`src/rtl/mem_port_arbiter.sv`:
```
// Single-port memory arbiter for the fetch and load/store ports, with load lane extraction and
// store byte enables. Define MMIO_EN to decode the console (0xFFFF0000) and exit (0xABCD0000) MMIO.
module mem_port_arbiter #(
  parameter int unsigned MEMORY_LEN   = 1024,
  parameter int unsigned MEMORY_BITS  = $clog2(MEMORY_LEN),
  parameter int unsigned STARVE_LIMIT = 4
) (
  input  logic                   clk,
  input  logic                   rst,
  input  logic                   if_req,
  input  logic [31:0]            if_addr,
  output logic                   if_gnt,
  output logic                   if_rvalid,
  output logic [31:0]            if_rdata,
  input  logic                   d_req,
  input  logic                   d_we,
  input  logic [1:0]             d_size,
  input  logic                   d_unsigned,
  input  logic [31:0]            d_addr,
  input  logic [31:0]            d_wdata,
  output logic                   d_gnt,
  output logic                   d_rvalid,
  output logic [31:0]            d_rdata,
  output logic                   d_err,
  output logic                   mem_en,
  output logic                   mem_we,
  output logic [3:0]             mem_be,
  output logic [MEMORY_BITS-1:0] mem_addr,
  output logic [31:0]            mem_wdata,
  input  logic [31:0]            mem_rdata,
  output logic                   con_valid,
  output logic [7:0]             con_char,
  output logic                   exit_valid,
  output logic [31:0]            exit_code
);

  typedef enum logic [0:0] {StRun, StHalt} state_e;

  state_e     state_q, state_d;
  logic [3:0] starve_cnt_q, starve_cnt_d;
  logic       if_rvalid_q, if_rvalid_d;
  logic       d_rvalid_q, d_rvalid_d;
  logic       d_err_q, d_err_d;
  logic       ld_zero_q, ld_zero_d;
  logic       ld_uns_q, ld_uns_d;
  logic [1:0] ld_off_q, ld_off_d;
  logic [1:0] ld_size_q, ld_size_d;

  logic        run, fetch_wins, mmio_con, mmio_exit, mmio_hit, misaligned, d_mem;
  logic [31:0] ld_shift;
  logic        unused_addr;

  assign unused_addr = ^{if_addr[31:MEMORY_BITS+2], if_addr[1:0], d_addr[31:MEMORY_BITS+2]};

  // Grants are held low during the reset cycle and forever once halted.
  assign run        = (state_q == StRun) && !rst;
  assign fetch_wins = if_req && (starve_cnt_q == 4'(STARVE_LIMIT));
  assign d_gnt      = run && d_req && !fetch_wins;
  assign if_gnt     = run && if_req && !d_gnt;

`ifdef MMIO_EN
  assign mmio_con  = (d_addr == 32'hFFFF_0000);
  assign mmio_exit = (d_addr == 32'hABCD_0000);
`else
  assign mmio_con  = 1'b0;
  assign mmio_exit = 1'b0;
`endif
  assign mmio_hit = mmio_con || mmio_exit;

  always_comb begin
    misaligned = 1'b0;
    case (d_size)
      2'd0:    misaligned = 1'b0;
      2'd1:    misaligned = d_addr[0];
      2'd2:    misaligned = |d_addr[1:0];
      default: misaligned = 1'b1;
    endcase
  end

  assign d_mem = d_gnt && !mmio_hit && !misaligned;

  always_comb begin
    mem_en    = 1'b0;
    mem_we    = 1'b0;
    mem_be    = 4'b0000;
    mem_addr  = '0;
    mem_wdata = 32'h0;
    if (if_gnt) begin
      mem_en   = 1'b1;
      mem_addr = if_addr[MEMORY_BITS+1:2];
    end else if (d_mem) begin
      mem_en   = 1'b1;
      mem_we   = d_we;
      mem_addr = d_addr[MEMORY_BITS+1:2];
      if (d_we) begin
        unique case (d_size)
          2'd0: begin
            mem_be    = 4'b0001 << d_addr[1:0];
            mem_wdata = {4{d_wdata[7:0]}};
          end
          2'd1: begin
            mem_be    = 4'b0011 << d_addr[1:0];
            mem_wdata = {2{d_wdata[15:0]}};
          end
          default: begin
            mem_be    = 4'b1111;
            mem_wdata = d_wdata;
          end
        endcase
      end
    end
  end

  always_comb begin
    state_d      = state_q;
    starve_cnt_d = starve_cnt_q;
    if (!if_req || if_gnt) begin
      starve_cnt_d = 4'd0;
    end else if (starve_cnt_q < 4'(STARVE_LIMIT)) begin
      starve_cnt_d = starve_cnt_q + 4'd1;
    end
    if (d_gnt && d_we && mmio_exit) state_d = StHalt;
    if_rvalid_d = if_gnt;
    // MMIO loads answer zero without touching memory.
    d_rvalid_d  = d_gnt && !d_we && (mmio_hit || !misaligned);
    d_err_d     = d_gnt && !mmio_hit && misaligned;
    ld_zero_d   = mmio_hit;
    ld_off_d    = d_addr[1:0];
    ld_size_d   = d_size;
    ld_uns_d    = d_unsigned;
  end

  always_ff @(posedge clk) begin
    if (rst) begin
      state_q      <= StRun;
      starve_cnt_q <= 4'd0;
      if_rvalid_q  <= 1'b0;
      d_rvalid_q   <= 1'b0;
      d_err_q      <= 1'b0;
      ld_zero_q    <= 1'b0;
      ld_uns_q     <= 1'b0;
      ld_off_q     <= 2'd0;
      ld_size_q    <= 2'd0;
    end else begin
      state_q      <= state_d;
      starve_cnt_q <= starve_cnt_d;
      if_rvalid_q  <= if_rvalid_d;
      d_rvalid_q   <= d_rvalid_d;
      d_err_q      <= d_err_d;
      ld_zero_q    <= ld_zero_d;
      ld_uns_q     <= ld_uns_d;
      ld_off_q     <= ld_off_d;
      ld_size_q    <= ld_size_d;
    end
  end

  // Responses in flight are dropped while reset is asserted.
  assign if_rvalid = if_rvalid_q && !rst;
  assign if_rdata  = if_rvalid ? mem_rdata : 32'h0;
  assign d_rvalid  = d_rvalid_q && !rst;
  assign d_err     = d_err_q && !rst;
  assign ld_shift  = mem_rdata >> {ld_off_q, 3'b000};

  always_comb begin
    d_rdata = 32'h0;
    if (d_rvalid && !ld_zero_q) begin
      unique case (ld_size_q)
        2'd0:    d_rdata = {{24{!ld_uns_q && ld_shift[7]}}, ld_shift[7:0]};
        2'd1:    d_rdata = {{16{!ld_uns_q && ld_shift[15]}}, ld_shift[15:0]};
        default: d_rdata = ld_shift;
      endcase
    end
  end

`ifdef MMIO_EN
  logic        con_valid_q, con_valid_d, exit_valid_q, exit_valid_d;
  logic [7:0]  con_char_q, con_char_d;
  logic [31:0] exit_code_q, exit_code_d;

  always_comb begin
    con_valid_d  = d_gnt && d_we && mmio_con;
    con_char_d   = con_valid_d ? d_wdata[7:0] : 8'h0;
    exit_valid_d = d_gnt && d_we && mmio_exit;
    exit_code_d  = exit_valid_d ? d_wdata : 32'h0;
  end

  always_ff @(posedge clk) begin
    if (rst) begin
      con_valid_q  <= 1'b0;
      con_char_q   <= 8'h0;
      exit_valid_q <= 1'b0;
      exit_code_q  <= 32'h0;
    end else begin
      con_valid_q  <= con_valid_d;
      con_char_q   <= con_char_d;
      exit_valid_q <= exit_valid_d;
      exit_code_q  <= exit_code_d;
    end
  end

  assign con_valid  = con_valid_q && !rst;
  assign con_char   = con_valid ? con_char_q : 8'h0;
  assign exit_valid = exit_valid_q && !rst;
  assign exit_code  = exit_valid ? exit_code_q : 32'h0;
`else
  assign con_valid  = 1'b0;
  assign con_char   = 8'h0;
  assign exit_valid = 1'b0;
  assign exit_code  = 32'h0;
`endif

endmodule
```
`config.mk`:
```
export PLATFORM = sky130hd
export DESIGN_NAME = mem_port_arbiter
export DESIGN_NICKNAME = d
export VERILOG_FILES = /design/src/rtl/mem_port_arbiter.sv
export SDC_FILE = /design/constraint.sdc
export NUM_CORES = 1
export LEC_CHECK = 0
export CAP_MARGIN = 30
export CELL_PAD_IN_SITES_DETAIL_PLACEMENT = 2
export CELL_PAD_IN_SITES_GLOBAL_PLACEMENT = 2
export CORE_MARGIN = 2
export CORE_UTILIZATION = 12
export CTS_CLUSTER_DIAMETER = 80
export DETAILED_ROUTE_END_ITERATION = 10
export PLACE_DENSITY = 0.81
export SETUP_SLACK_MARGIN = 0.3
export SLEW_MARGIN = 5
export SYNTH_ARGS = -nofsm -noshare
export SYNTH_HDL_FRONTEND = slang
export SYNTH_SLANG_ARGS = --single-unit
```
`constraint.sdc`:
```
create_clock -name clk -period 2.19 [get_ports clk]
set_input_delay 0.438 -clock clk [delete_from_list [all_inputs] [get_ports clk]]
set_output_delay 0.438 -clock clk [all_outputs]
set_load 0.02 [all_outputs]
```
Word level (Yosys, flattened, before mapping) --
Cells that the tools add are included.
Storage, ports and cells: bits in registers 12, output and inout port bits 159, logic and storage cells 60
Cells by class: add/subtract/negate cells 1, $lt $le $gt $ge 1, equality and inequality tests 4, shift operators 3, muxes and demuxes 18, reduce and logical (&&, ||, !) cells 26
Operators by type and width (number):
- $mux 32 | 5
- $pmux 32 s2 | 2
- $shr 32x5->32 | 1
- $mux 10 | 2
- $logic_and 1x1->1 | 14
- $mux 4 | 3
- $pmux 4 s2 | 1
- $logic_not 1->1 | 7
- $add 4x1->4 const B | 1
- $eq 2x1->1 const B | 2
- $eq 4x3->1 const B | 1
- $logic_not 2->1 | 2
- $lt 4x3->1 const B | 1
- $mux 1 | 4
- $reduce_or 2->1 | 2
- $shl 1x2->4 const A | 1
- $shl 2x2->4 const A | 1
- $pmux 1 s3 | 1
- $eq 2x2->1 const B | 1
- $logic_or 1x1->1 | 1

Longest topological paths before layout --
depth in word-level cells 8, gate-level depth with buffers 6, mapped depth without buffers 5

Worst setup path before layout --
Ideal clock, no wire load.
kind reg2out, start point register starve_cnt_q[0], end point output mem_wdata[7], data arrival time 1.699 ns, required time 1.752 ns, slack 0.053 ns, stages on the path, launching flop included 7, cells stage by stage dfxtp_1 inv_1 ha_1 nand4b_1 nand4_2 clkbuf_1 nor3b_1
Between the ends: word-level cells in the longest chain between the ends 7
Ends and longest elaborated chain:
- start, declared | RTL line 40 | logic [3:0] starve_cnt_q, starve_cnt_d;
- start signal, assigned | RTL line 146 | starve_cnt_q <= starve_cnt_d;
- $eq 4x3->1 (*) | RTL line 57 | assign fetch_wins = if_req && (starve_cnt_q == 4'(STARVE_LIMIT));
- $logic_and 1x1->1 (*) | RTL line 57
- $logic_not 1->1 (*) | RTL line 58 | assign d_gnt = run && d_req && !fetch_wins;
- $logic_and 1x1->1 (*) | RTL line 58
- $logic_and 1x1->1 / $logic_not 1->1 (equally long branches) | RTL line 80, 59
- $mux 32 / $logic_and 1x1->1 (equally long branches) | RTL line 91, 59
- $mux 32 (*) | RTL line 88 | if (if_gnt) begin
- end, declared | RTL line 29 | output logic [31:0] mem_wdata,
Mark *: on every way between the ends. The rest lies on a longest branch, timed or not.

Worst setup path in the final report --
start point register ld_off_q[1], end point output d_rdata[29]
Between the ends: word-level cells in the longest chain between the ends 4
Ends and longest elaborated chain:
- start, declared | RTL line 46 | logic [1:0] ld_off_q, ld_off_d;
- start signal, assigned | RTL line 152 | ld_off_q <= ld_off_d;
- $shr 32x5->32 (*) | RTL line 162 | assign ld_shift = mem_rdata >> {ld_off_q, 3'b000};
- $logic_and 1x1->1, on equally long branches | RTL line 169, 168
- $pmux 32 s2 (*) | RTL line 167 | unique case (ld_size_q)
- $mux 32 (*) | RTL line 166 | if (d_rvalid && !ld_zero_q) begin
- end, declared | RTL line 23 | output logic [31:0] d_rdata,
Marked as above.

==> flow_summary.ini <==
[grt]
grt_pass1_wl_mm = 27.97
antenna_found_initial = 0
grt_usage = 0.1619
grt_max_degree = 19
grt_overflow = 0
grt_pass1_vias = 4410

[timing]
hold_slack_ns = 0.5843
drv_slew = 0
fmax_mhz = 430.1
setup_ws_ns = -0.1350
finalHoldViolations = 0
rsz0062_at_grt = yes
skew_ns = 0.001267
finalCriticalPeriod_ns = 2.325
setup_viol = 54
finalCritPeriodShare = 1.062

[cts]
cts_num_sinks = 12
cts_buffer_depth = 2
cts_tree = yes
cts_buffers = 3
clk_pin_slew_ns = 0.05
ctsRootBufferMaster = clkbuf_16
cts_max_level = 1
postCtsHoldBufs = 0
clkLatencyLatePin_ns = 0.24

[status]
violations = negative setup slack
run_status = complete, but fails checks

[synthesis]
synth_area_leaders = buf_4, mux2i_1, mux2_2
synth_common_cells = buf_4, nor3_1, and2_1
yosys_warnings = 0
syn_inst = 340
synth.distinct_cells = 46
ys_seq_elements = 12
synthArstFlopShare = 0
syn_area_sq_mm = 0.002591
synth.avg_cell_area_sq_um = 7.621
ys.flop_type = dfxtp_1
synth_edf_count = 0
ys_seq_area_frac = 0.09271
synth_largest_area_cell = buf_4
synth_top_cell_area_share = 0.1362
synth_most_common_cell = buf_4

[cells_and_area]
fill_cells = 2246
design_area_sq_mm = 0.007667
syn_to_final_growth_pct = 195.9
diodes = 0
finalNetCount = 803
drive_gt1_frac = 0.6431

[placement]
dpl_cell_area_sq_mm = 0.006001
numPortBuffers = 210
post-place-ws_ns = -0.8991
place_congestion = 0.7557
hpwl_mm = 12.86

[worst_setup_path]
crit_required_ns = 1.75
slowest_stage = dfxtp_4
max_stage_delay_ns = 0.40
cp_cell_sequence = mux2_4, a221oi_4, buf_12, buf_12, buf_6, o2bb2ai_4, buf_6
crit_fanout = 6
path_class = flop to output port
r2r_cells = 7
worst_setup_path_start_kind = flop
worstPathArrival_ns = 1.89
cp-end-kind = output port

[floorplanning]
die_y_um = 150.9
floorplan.die.width_um = 150.9
rows = 53
die_area_sq_mm = 0.02278
placeableCoreArea_sq_mm = 0.02109
io_pins = 295
start_util = 0.1229

[detailed_routing]
wirelength_mm = 20.39
firstDrtPassIters = 4
routedWlPerCell_um = 21.72
via_per_inst = 4.183
drt-initial-drc-count = 84
vias = 3928
ant_nets = 0
drcViolationCount = 0

[power]
pwr_density_cell_mw_per_mm2 = 257.6
p_leak_uw = 0.003363
vdd_drop_max_v = 0.0001833
p_total_uw = 1975

[hold_path]
hold_class = flop to flop
hold_depth = 3

[run]
drv_cap = 0
==> worst max-delay path, delay by kind of cell, from the launching register on <==
kind            cells  cell delay, ns
mux                 1            0.34
flops               1            0.40
compound gates      2            0.37
buf+inv             4            0.54
==> area by class of cell <==
cell class	instances	area, sq um	area share
multi-input cells	289	3033	0.3956
inverters	8	30.03	0.003916
repair buffers	351	3920	0.5113
clock buffers	4	88.84	0.01159
flip-flops and latches	12	251.5	0.03280
well taps	275	344.1	0.04488
==> repair_timing <==
item,4_1_cts,5_1_grt
cloned,12,1
pin swaps,51,30
setup buffers,36,13
gates resized for setup,769,124
endpoints found under the setup margin,118,115
==> power by group <==
group          switching (uW)  leakage [uW]  internal [uW]
sequential               9.50      0.000101            226
combinational             654       0.00322            705
clock                     104     0.0000442            277
total                     767       0.00336           1210
==> sequential cells by signal, summed over array words and instances (netlist names) <==
signal and count:
starve_cnt_q 4, ld_off_q 2, ld_size_q 2, d_err_q 1, d_rvalid_q 1, if_rvalid_q 1
ld_uns_q 1
==> cell usage in the layout, fill, tap and decap left out, types with 4 or more instances in the layout <==
cell / count
a211oi_2: 4
a221oi_2: 6
a22o_1: 10
and2_1: 5
and2_4: 28
buf_12: 20
buf_16: 10
buf_2: 4
buf_4: 79
buf_6: 131
buf_8: 13
clkbuf_16: 5
clkdlybuf4s15_2: 4
clkdlybuf4s50_1: 69
conb_1: 42
dfxtp_1: 7
dlygate4sd2_1: 14
inv_1: 5
mux2_2: 17
mux2_4: 8
mux2i_1: 30
nand2_1: 10
nor2_1: 12
nor2_4: 9
nor2b_1: 8
nor2b_4: 4
nor3_4: 35
nor3b_4: 6
o21ai_4: 4
o2bb2ai_4: 8
==> stage by stage <==
stage | utilization | instances | setup TNS, ns
global placement | 0.2846 | 873 | -75.13
finish | 0.3636 | 939 | -3.169
global route | 0.3636 | 939 | -7.445
detailed placement | 0.2846 | 873 | -77.25
CTS | 0.3358 | 925 | -2.780
floorplan | - | 381 | 0
==> cells by family after synthesis <==
group	Yosys count	share of synthesized area
AO/OA/AOI/OAI	54	0.1676
other	1	0.001447
adder cells (fa/ha/maj)	2	0.009656
buffers and inverters	80	0.1989
multiplexers	57	0.2385
AND/OR/NAND/NOR	131	0.2810
XOR/XNOR	3	0.01014
flip-flops	12	0.09271
==> worst paths after layout <==
kind / start / end / slack (ns)
max: ld_off_q[1] / d_rdata[29] / -0.13
max reg2reg: starve_cnt_q[0] / d_rvalid_q / 0.65
min reg2reg: starve_cnt_q[3] / starve_cnt_q[3] / 0.58
min: starve_cnt_q[3] / starve_cnt_q[3] / 0.58
==> per-layer routing <==
| layer | up-vias | GRT usage | share of wire |
|---|---|---|---|
| li1 | 1786 | - | - |
| met1 | 1887 | 0.1675 | 0.34 |
| met2 | 218 | 0.3232 | 0.55 |
| met3 | 37 | 0.04639 | 0.088 |
| met4 | 0 | 0.02804 | 0.030 |
| met5 | - | 0 | 0 |
Power figures use the tool's default switching activity.
